$ cat config.mk
export PLATFORM = sky130hd
export DESIGN_NAME = ps2_kb_ctrl_flat
export DESIGN_NICKNAME = d
export VERILOG_FILES = /design/src/rtl/ps2_kb_ctrl_if.sv /design/src/rtl/ps2_kb_ctrl.sv /design/src/flat_wrapper.sv
export SDC_FILE = /design/constraint.sdc
export NUM_CORES = 1
export LEC_CHECK = 0
export ABC_AREA = 1
export CORE_UTILIZATION = 35
export CTS_BUF_LIST = sky130_fd_sc_hd__clkbuf_8
export DETAILED_ROUTE_END_ITERATION = 8
export PLACE_DENSITY_LB_ADDON = 0.1
export SLEW_MARGIN = 20
export SYNTH_ARGS = -nofsm -noshare
export SYNTH_HDL_FRONTEND = slang
export SYNTH_SLANG_ARGS = --single-unit
$ cat constraint.sdc
create_clock -name clk -period 3.05 [get_ports clk]
set_input_delay 0.305 -clock clk [delete_from_list [all_inputs] [get_ports clk]]
set_output_delay 0.305 -clock clk [all_outputs]
set_load 0.01 [all_outputs]
$ cat src/rtl/ps2_kb_ctrl_if.sv
// Keyboard-info write port between the PS/2 keyboard controller and the
// memory-mapped KB info register.
//   kb_wraddr : write address (constant KB info region address)
//   kb_wrdata : 32-bit event word
//   kb_we     : single-cycle write strobe
//   frame_err : single-cycle pulse when a received PS/2 frame is discarded
interface ps2_kb_ctrl_if;
    logic [31:0] kb_wraddr;
    logic [31:0] kb_wrdata;
    logic        kb_we;
    logic        frame_err;

    modport master (
        output kb_wraddr,
        output kb_wrdata,
        output kb_we,
        output frame_err
    );

    modport slave (
        input kb_wraddr,
        input kb_wrdata,
        input kb_we,
        input frame_err
    );
endinterface

$ cat src/rtl/ps2_kb_ctrl.sv
// PS/2 keyboard controller: receives PS/2 frames, decodes scan code set 2
// (E0/F0 prefixes, shift and caps-lock state), translates to ASCII and
// writes one event word per key event into the KB info register.
//   clk       : system clock
//   rst       : synchronous active-high reset
//   ps2_clk   : raw PS/2 clock pin (asynchronous)
//   ps2_data  : raw PS/2 data pin (asynchronous)
//   kb        : write port (kb_wraddr, kb_wrdata, kb_we, frame_err)
// Event word: {seq, 4'b0, ext, brk, caps, shift, scan, ascii}
//
// Decoder states:
//   state     | meaning
//   S_IDLE    | waiting for first byte of a key event
//   S_EXT     | E0 seen, extended key pending
//   S_BRK     | F0 seen, break of a normal key pending
//   S_EXT_BRK | E0 F0 seen, break of an extended key pending
module ps2_kb_ctrl #(
    parameter int unsigned TIMEOUT_CYCLES = 50000,
    parameter logic [31:0] KB_INFO_ADDR   = 32'h0050_0000
) (
    input  logic            clk,
    input  logic            rst,
    input  logic            ps2_clk,
    input  logic            ps2_data,
    ps2_kb_ctrl_if.master   kb
);

    localparam int unsigned WD_W = $clog2(TIMEOUT_CYCLES + 1);
    localparam logic [WD_W-1:0] WD_TC = WD_W'(TIMEOUT_CYCLES - 1);

    typedef enum logic [1:0] {
        S_IDLE    = 2'd0,
        S_EXT     = 2'd1,
        S_BRK     = 2'd2,
        S_EXT_BRK = 2'd3
    } state_t;

    // ---------------- receiver ----------------
    logic [2:0]      clk_s;     // [0],[1] synchronizer, [2] edge history
    logic [1:0]      dat_s;
    logic            fall;
    logic            ps2_d;
    logic [3:0]      bit_cnt;
    logic [7:0]      shreg;
    logic            parity_q;
    logic [7:0]      rx_byte;
    logic            byte_valid;
    logic            frame_err_q;
    logic [WD_W-1:0] wd_q;

    assign fall  = clk_s[2] & ~clk_s[1];
    assign ps2_d = dat_s[1];

    always_ff @(posedge clk) begin
        if (rst) begin
            clk_s       <= 3'b111;
            dat_s       <= 2'b11;
            bit_cnt     <= '0;
            shreg       <= '0;
            parity_q    <= 1'b0;
            rx_byte     <= '0;
            byte_valid  <= 1'b0;
            frame_err_q <= 1'b0;
            wd_q        <= '0;
        end else begin
            clk_s       <= {clk_s[1:0], ps2_clk};
            dat_s       <= {dat_s[0], ps2_data};
            byte_valid  <= 1'b0;
            frame_err_q <= 1'b0;
            if (fall) begin
                wd_q <= '0;
                if (bit_cnt == 4'd0) begin
                    // a high "start" bit is treated as noise
                    if (!ps2_d) bit_cnt <= 4'd1;
                end else if (bit_cnt <= 4'd8) begin
                    shreg   <= {ps2_d, shreg[7:1]};
                    bit_cnt <= bit_cnt + 4'd1;
                end else if (bit_cnt == 4'd9) begin
                    parity_q <= ps2_d;
                    bit_cnt  <= 4'd10;
                end else begin
                    bit_cnt <= '0;
                    if (ps2_d && (^{shreg, parity_q})) begin
                        rx_byte    <= shreg;
                        byte_valid <= 1'b1;
                    end else begin
                        frame_err_q <= 1'b1;
                    end
                end
            end else if (bit_cnt != 4'd0) begin
                if (wd_q == WD_TC) begin
                    bit_cnt     <= '0;
                    wd_q        <= '0;
                    frame_err_q <= 1'b1;
                end else begin
                    wd_q <= wd_q + 1'b1;
                end
            end else begin
                wd_q <= '0;
            end
        end
    end

    // ---------------- scan code to ASCII ----------------
    function automatic logic [7:0] to_ascii(input logic [7:0] code,
                                            input logic shift,
                                            input logic caps);
        logic [7:0] lc;
        logic [7:0] r;
        lc = 8'h00;
        r  = 8'h00;
        case (code)
            8'h1C: lc = 8'h61;  8'h32: lc = 8'h62;  8'h21: lc = 8'h63;
            8'h23: lc = 8'h64;  8'h24: lc = 8'h65;  8'h2B: lc = 8'h66;
            8'h34: lc = 8'h67;  8'h33: lc = 8'h68;  8'h43: lc = 8'h69;
            8'h3B: lc = 8'h6A;  8'h42: lc = 8'h6B;  8'h4B: lc = 8'h6C;
            8'h3A: lc = 8'h6D;  8'h31: lc = 8'h6E;  8'h44: lc = 8'h6F;
            8'h4D: lc = 8'h70;  8'h15: lc = 8'h71;  8'h2D: lc = 8'h72;
            8'h1B: lc = 8'h73;  8'h2C: lc = 8'h74;  8'h3C: lc = 8'h75;
            8'h2A: lc = 8'h76;  8'h1D: lc = 8'h77;  8'h22: lc = 8'h78;
            8'h35: lc = 8'h79;  8'h1A: lc = 8'h7A;
            default: lc = 8'h00;
        endcase
        if (lc != 8'h00) begin
            r = (shift ^ caps) ? (lc - 8'h20) : lc;
        end else begin
            // digit row: caps lock has no effect, only shift
            case (code)
                8'h16: r = shift ? 8'h21 : 8'h31;
                8'h1E: r = shift ? 8'h40 : 8'h32;
                8'h26: r = shift ? 8'h23 : 8'h33;
                8'h25: r = shift ? 8'h24 : 8'h34;
                8'h2E: r = shift ? 8'h25 : 8'h35;
                8'h36: r = shift ? 8'h5E : 8'h36;
                8'h3D: r = shift ? 8'h26 : 8'h37;
                8'h3E: r = shift ? 8'h2A : 8'h38;
                8'h46: r = shift ? 8'h28 : 8'h39;
                8'h45: r = shift ? 8'h29 : 8'h30;
                8'h29: r = 8'h20;
                8'h5A: r = 8'h0D;
                8'h66: r = 8'h08;
                8'h0D: r = 8'h09;
                default: r = 8'h00;
            endcase
        end
        return r;
    endfunction

    // ---------------- decoder ----------------
    state_t      state_q, state_d;
    logic        emit, ev_ext, ev_brk;
    logic        lshift_q, rshift_q, caps_q, caps_held_q;
    logic        lshift_d, rshift_d, caps_d, caps_held_d;
    logic        shift_d;
    logic [7:0]  ascii_d;
    logic [7:0]  seq_q;
    logic [31:0] wrdata_q;
    logic        we_q;

    always_ff @(posedge clk) begin
        if (rst) state_q <= S_IDLE;
        else     state_q <= state_d;
    end

    always_comb begin
        state_d = state_q;
        emit    = 1'b0;
        ev_ext  = 1'b0;
        ev_brk  = 1'b0;
        if (byte_valid) begin
            case (state_q)
                S_IDLE: begin
                    if (rx_byte == 8'hE0)      state_d = S_EXT;
                    else if (rx_byte == 8'hF0) state_d = S_BRK;
                    else if (rx_byte == 8'hAA || rx_byte == 8'hFA ||
                             rx_byte == 8'hFE || rx_byte == 8'hEE)
                        state_d = S_IDLE;   // keyboard status bytes
                    else                       emit = 1'b1;
                end
                S_EXT: begin
                    if (rx_byte == 8'hF0) begin
                        state_d = S_EXT_BRK;
                    end else begin
                        emit    = 1'b1;
                        ev_ext  = 1'b1;
                        state_d = S_IDLE;
                    end
                end
                S_BRK: begin
                    emit    = 1'b1;
                    ev_brk  = 1'b1;
                    state_d = S_IDLE;
                end
                default: begin
                    emit    = 1'b1;
                    ev_ext  = 1'b1;
                    ev_brk  = 1'b1;
                    state_d = S_IDLE;
                end
            endcase
        end
    end

    // Modifier state is updated first so the event word reflects the key
    // that was just pressed/released.
    always_comb begin
        lshift_d    = lshift_q;
        rshift_d    = rshift_q;
        caps_d      = caps_q;
        caps_held_d = caps_held_q;
        if (emit && !ev_ext) begin
            if (rx_byte == 8'h12) lshift_d = ~ev_brk;
            if (rx_byte == 8'h59) rshift_d = ~ev_brk;
            if (rx_byte == 8'h58) begin
                if (ev_brk) begin
                    caps_held_d = 1'b0;
                end else begin
                    // typematic repeat of caps lock must not re-toggle
                    if (!caps_held_q) caps_d = ~caps_q;
                    caps_held_d = 1'b1;
                end
            end
        end
        shift_d = lshift_d | rshift_d;
        ascii_d = (emit && !ev_ext && !ev_brk) ? to_ascii(rx_byte, shift_d, caps_d) : 8'h00;
    end

    always_ff @(posedge clk) begin
        if (rst) begin
            lshift_q    <= 1'b0;
            rshift_q    <= 1'b0;
            caps_q      <= 1'b0;
            caps_held_q <= 1'b0;
            seq_q       <= '0;
            wrdata_q    <= '0;
            we_q        <= 1'b0;
        end else begin
            lshift_q    <= lshift_d;
            rshift_q    <= rshift_d;
            caps_q      <= caps_d;
            caps_held_q <= caps_held_d;
            we_q        <= emit;
            if (emit) begin
                wrdata_q <= {seq_q, 4'b0000, ev_ext, ev_brk, caps_d, shift_d, rx_byte, ascii_d};
                seq_q    <= seq_q + 8'd1;
            end
        end
    end

    assign kb.kb_wraddr = KB_INFO_ADDR;
    assign kb.kb_wrdata = wrdata_q;
    assign kb.kb_we     = we_q;
    assign kb.frame_err = frame_err_q;

endmodule

$ cat src/flat_wrapper.sv
// flat-port wrapper written by rule: the top's interface ports become plain ports
module ps2_kb_ctrl_flat 
#(
    parameter int unsigned TIMEOUT_CYCLES = 50000,
    parameter logic [31:0] KB_INFO_ADDR   = 32'h0050_0000
)
  (clk, rst, ps2_clk, ps2_data, kb_kb_wraddr, kb_kb_wrdata, kb_kb_we, kb_frame_err);
  ps2_kb_ctrl_if kb_i ();
  input  logic clk;
  input  logic rst;
  input  logic ps2_clk;
  input  logic ps2_data;
  output wire logic [$bits(kb_i.kb_wraddr)-1:0] kb_kb_wraddr;
  output wire logic [$bits(kb_i.kb_wrdata)-1:0] kb_kb_wrdata;
  output wire logic [$bits(kb_i.kb_we)-1:0] kb_kb_we;
  output wire logic [$bits(kb_i.frame_err)-1:0] kb_frame_err;
  assign kb_kb_wraddr = kb_i.kb_wraddr;
  assign kb_kb_wrdata = kb_i.kb_wrdata;
  assign kb_kb_we = kb_i.kb_we;
  assign kb_frame_err = kb_i.frame_err;
  ps2_kb_ctrl #(.TIMEOUT_CYCLES(TIMEOUT_CYCLES), .KB_INFO_ADDR(KB_INFO_ADDR)) u_core (.clk(clk), .rst(rst), .ps2_clk(ps2_clk), .ps2_data(ps2_data), .kb(kb_i));
endmodule
==> reports/results.ini <==
[synth]
yosysSeqAreaShare_pct=36.3
ys.flop_type=dfxtp_1
netlist.area_leader.share_pct=36.3
ys_async_sr_fraction_pct=0
synth_seq_cells=93
synth_cell_types=49
synthTopCellsByArea=dfxtp_1 (36%), nand2_1 (11%), a21oi_1 (6.0%)
synth.most_common_cell=nand2_1
ys_warn_count=0
syn_avg_cell_area_sq_um=7.00
syn_area_sq_mm=0.00513
synth_edf_count=0
synth_common_cells=nand2_1 (156), dfxtp_1 (93), inv_1 (81), nor2_1 (65), a21oi_1 (62)
synth_top_area_cell=dfxtp_1
synth_cells=734

[floorplan]
io_pins=70
die_area_sq_mm=0.0152
die_h_um=123
rows=43
coreArea_sq_mm=0.0141
start_util_pct=36.4
die_x_um=123

[clock_tree]
cts_root_buf=clkbuf_8
clockBufferDepth=2
numCtsBuffers=9
hold_buffers=0
clock_sinks=93
clock_latency_ps=380
path_clk_slew_ps=100
cts_tree=built
htreeDepth=3

[route]
wl_per_cell_um=12.4
ant_nets=0
drc=0
drt_iter0_markers=298
via_count=4543
first_pass_iters=4
wl_um=11800
via_per_inst=4.76

[outcome]
run_status=finished clean

[final_layout]
fin_nets=788
layout-drive-gt1-share_pct=9.81
final_util_pct=41.1
seqCellArea_sq_mm=0.00186
fill_cells=1477
diodes=0
multi_input_area_sq_mm=0.00269
areaGrowthSynthToFinish_pct=12.8

[worst_setup_path]
timing.critical_path.mode_cell=nand2_1
crit_slowest_cell=dfxtp_1
worst-path-buf-inv=4
cp_data_required_time_ps=3320
slowest_delay_ps=380
critPathTopFamily=simple AND/OR/NAND/NOR gates
end_kind=flip-flop
path_max_fanout=8
critical_path_class=flip-flop to flip-flop
arrival_ps=2990
crit_chain=inv_1, ha_1, nand2_1, nand2_1, inv_2, nand2_2, nor2_8, nand3_4, nand2_1, nand2_1, a21oi_4, inv_1, ha_1, nand3_2, nand2_1, inv_1, nor2_1, o31ai_1, nand2_1
start_kind=flip-flop

[global_route]
antenna_found_initial=0
first_global_vias=4241
grtUsageTotal_pct=16.8
grt_max_degree=41
grt_pass1_wl_um=19800
grt-ovfl-total=0

[worst_hold_path]
hold_class=flip-flop to flip-flop

[sta]
fin_crit_sh_pct=89.2
worst_slew_pin_slew_ps=635
hold_viol_final=0
slew_headroom_pct=57.3
fin_crit_ps=2720
fin_skew_ps=13.9
finalSetupTns_ps=0
drv_slew=0
fmax_mhz=368
finalSetupViolCount=0
rsz0062_at_grt=false

[job]
cap_violations=0

[power]
power_density_mw_per_mm2=390
p_leak_nw=2.52
fin_total_pwr_w=0.00226
peakVddDrop_mv=0.225

[place]
post-dp-hpwl_um=8830
place_congestion=0.884
numPortBuffers=33

==> cell type report <==
class | instances | share of cell area, %
sequential | 93 | 32.2
multi-input combinational | 526 | 46.3
clock buffer | 9 | 2.14
tap | 180 | 3.89
timing repair buffer | 47 | 7.52
inverter | 93 | 6.07
clock inverter | 7 | 1.88
==> worst register-to-register path: stages (launching register included) <==
cell and delay, ps:
dfxtp_1 380, inv_1 90, ha_1 210, nand2_1 90, nand2_1 60, inv_2 80, nand2_2 100, nor2_8 130
nand3_4 110, nand2_1 90, nand2_1 100, a21oi_4 170, inv_1 100, ha_1 220, nand3_2 160, nand2_1 100
inv_1 100, nor2_1 50, o31ai_1 200, nand2_1 80
==> metal layers <==
| layer | part of all wire, % | up-vias | GRT usage, % |
|---|---|---|---|
| met1 | 48 | 2047 | 21.0 |
| met4 | 1.6 | 0 | 6.70 |
| met5 | 0 | - | 0 |
| li1 | - | 2391 | - |
| met3 | 3.3 | 15 | 3.83 |
| met2 | 47 | 90 | 27.8 |
==> registers in the layout (all words and copies together), names as in the netlist, named ones only <==
| register | cells |
|---|---|
| u_core.rshift_q | 1 |
| u_core.caps_held_q | 1 |
| u_core.shreg | 8 |
| u_core.seq_q | 8 |
| u_core.parity_q | 1 |
| u_core.state_q | 2 |
| u_core.bit_cnt | 4 |
| u_core.kb.kb_we | 1 |
| u_core.kb.kb_wrdata | 28 |
| u_core.lshift_q | 1 |
| u_core.wd_q | 16 |
| u_core.dat_s | 2 |
| u_core.rx_byte | 8 |
| u_core.clk_s | 3 |
| u_core.kb.frame_err | 1 |
| u_core.byte_valid | 1 |
| u_core.caps_q | 1 |
==> through the flow <==
step                cells  hold WS [ps]  instance area, sq um  worst slack, ps
floorplan             768           389                  5260              475
global placement      934           404                  5510              295
detailed placement    934           405                  5510              160
CTS                   950           420                  5740              135
global route          955           437                  5790             45.0
finish                955           412                  5790              330
==> worst paths after layout <==
check / start / end / slack, ps / cells after the start
max: u_core.bit_cnt[1] / flip-flop / 330 / 19
min: u_core.dat_s[0] / u_core.dat_s[1] / 410 / 1
max reg2reg: u_core.bit_cnt[1] / flip-flop / 330 / 19
min reg2reg: u_core.dat_s[0] / u_core.dat_s[1] / 410 / 1
==> placed cells by master, fill, tap and decap left out, types with 5 or more instances in the layout <==
cell type,n
o21ai_1,5
nor2_1,65
inv_1,81
inv_2,10
buf_4,14
nand2_1,155
clkdlybuf4s50_1,33
clkbuf_8,9
o21ai_0,52
nand3_1,42
dfxtp_1,92
nor3_1,17
conb_1,36
ha_1,14
or2_2,6
nand3_2,5
a21oi_1,62
nand4_1,13
xor2_1,5
==> power breakdown <==
group / leakage [nW] / internal, W / switching (W)
Clock: 0.119 / 0.000482 / 0.000488
Sequential: 0.750 / 0.00122 / 0.00000360
Combinational: 1.66 / 0.0000146 / 0.0000515
==> timing repair <==
action	in CTS	in global routing
buffers inserted	0	5
resized for setup	0	3
setup endpoints to repair	0	6
==> kinds of logic after synthesis <==
| logic type | synth area share (%) |
|---|---|
| compound gates | 14.7 |
| other cells | 0.146 |
| fa+ha+maj | 3.41 |
| buf+inv | 14.1 |
| flops | 36.3 |
| xor+xnor | 1.51 |
| simple gates | 29.9 |
Note: power is estimated with default switching activity, not from simulation.
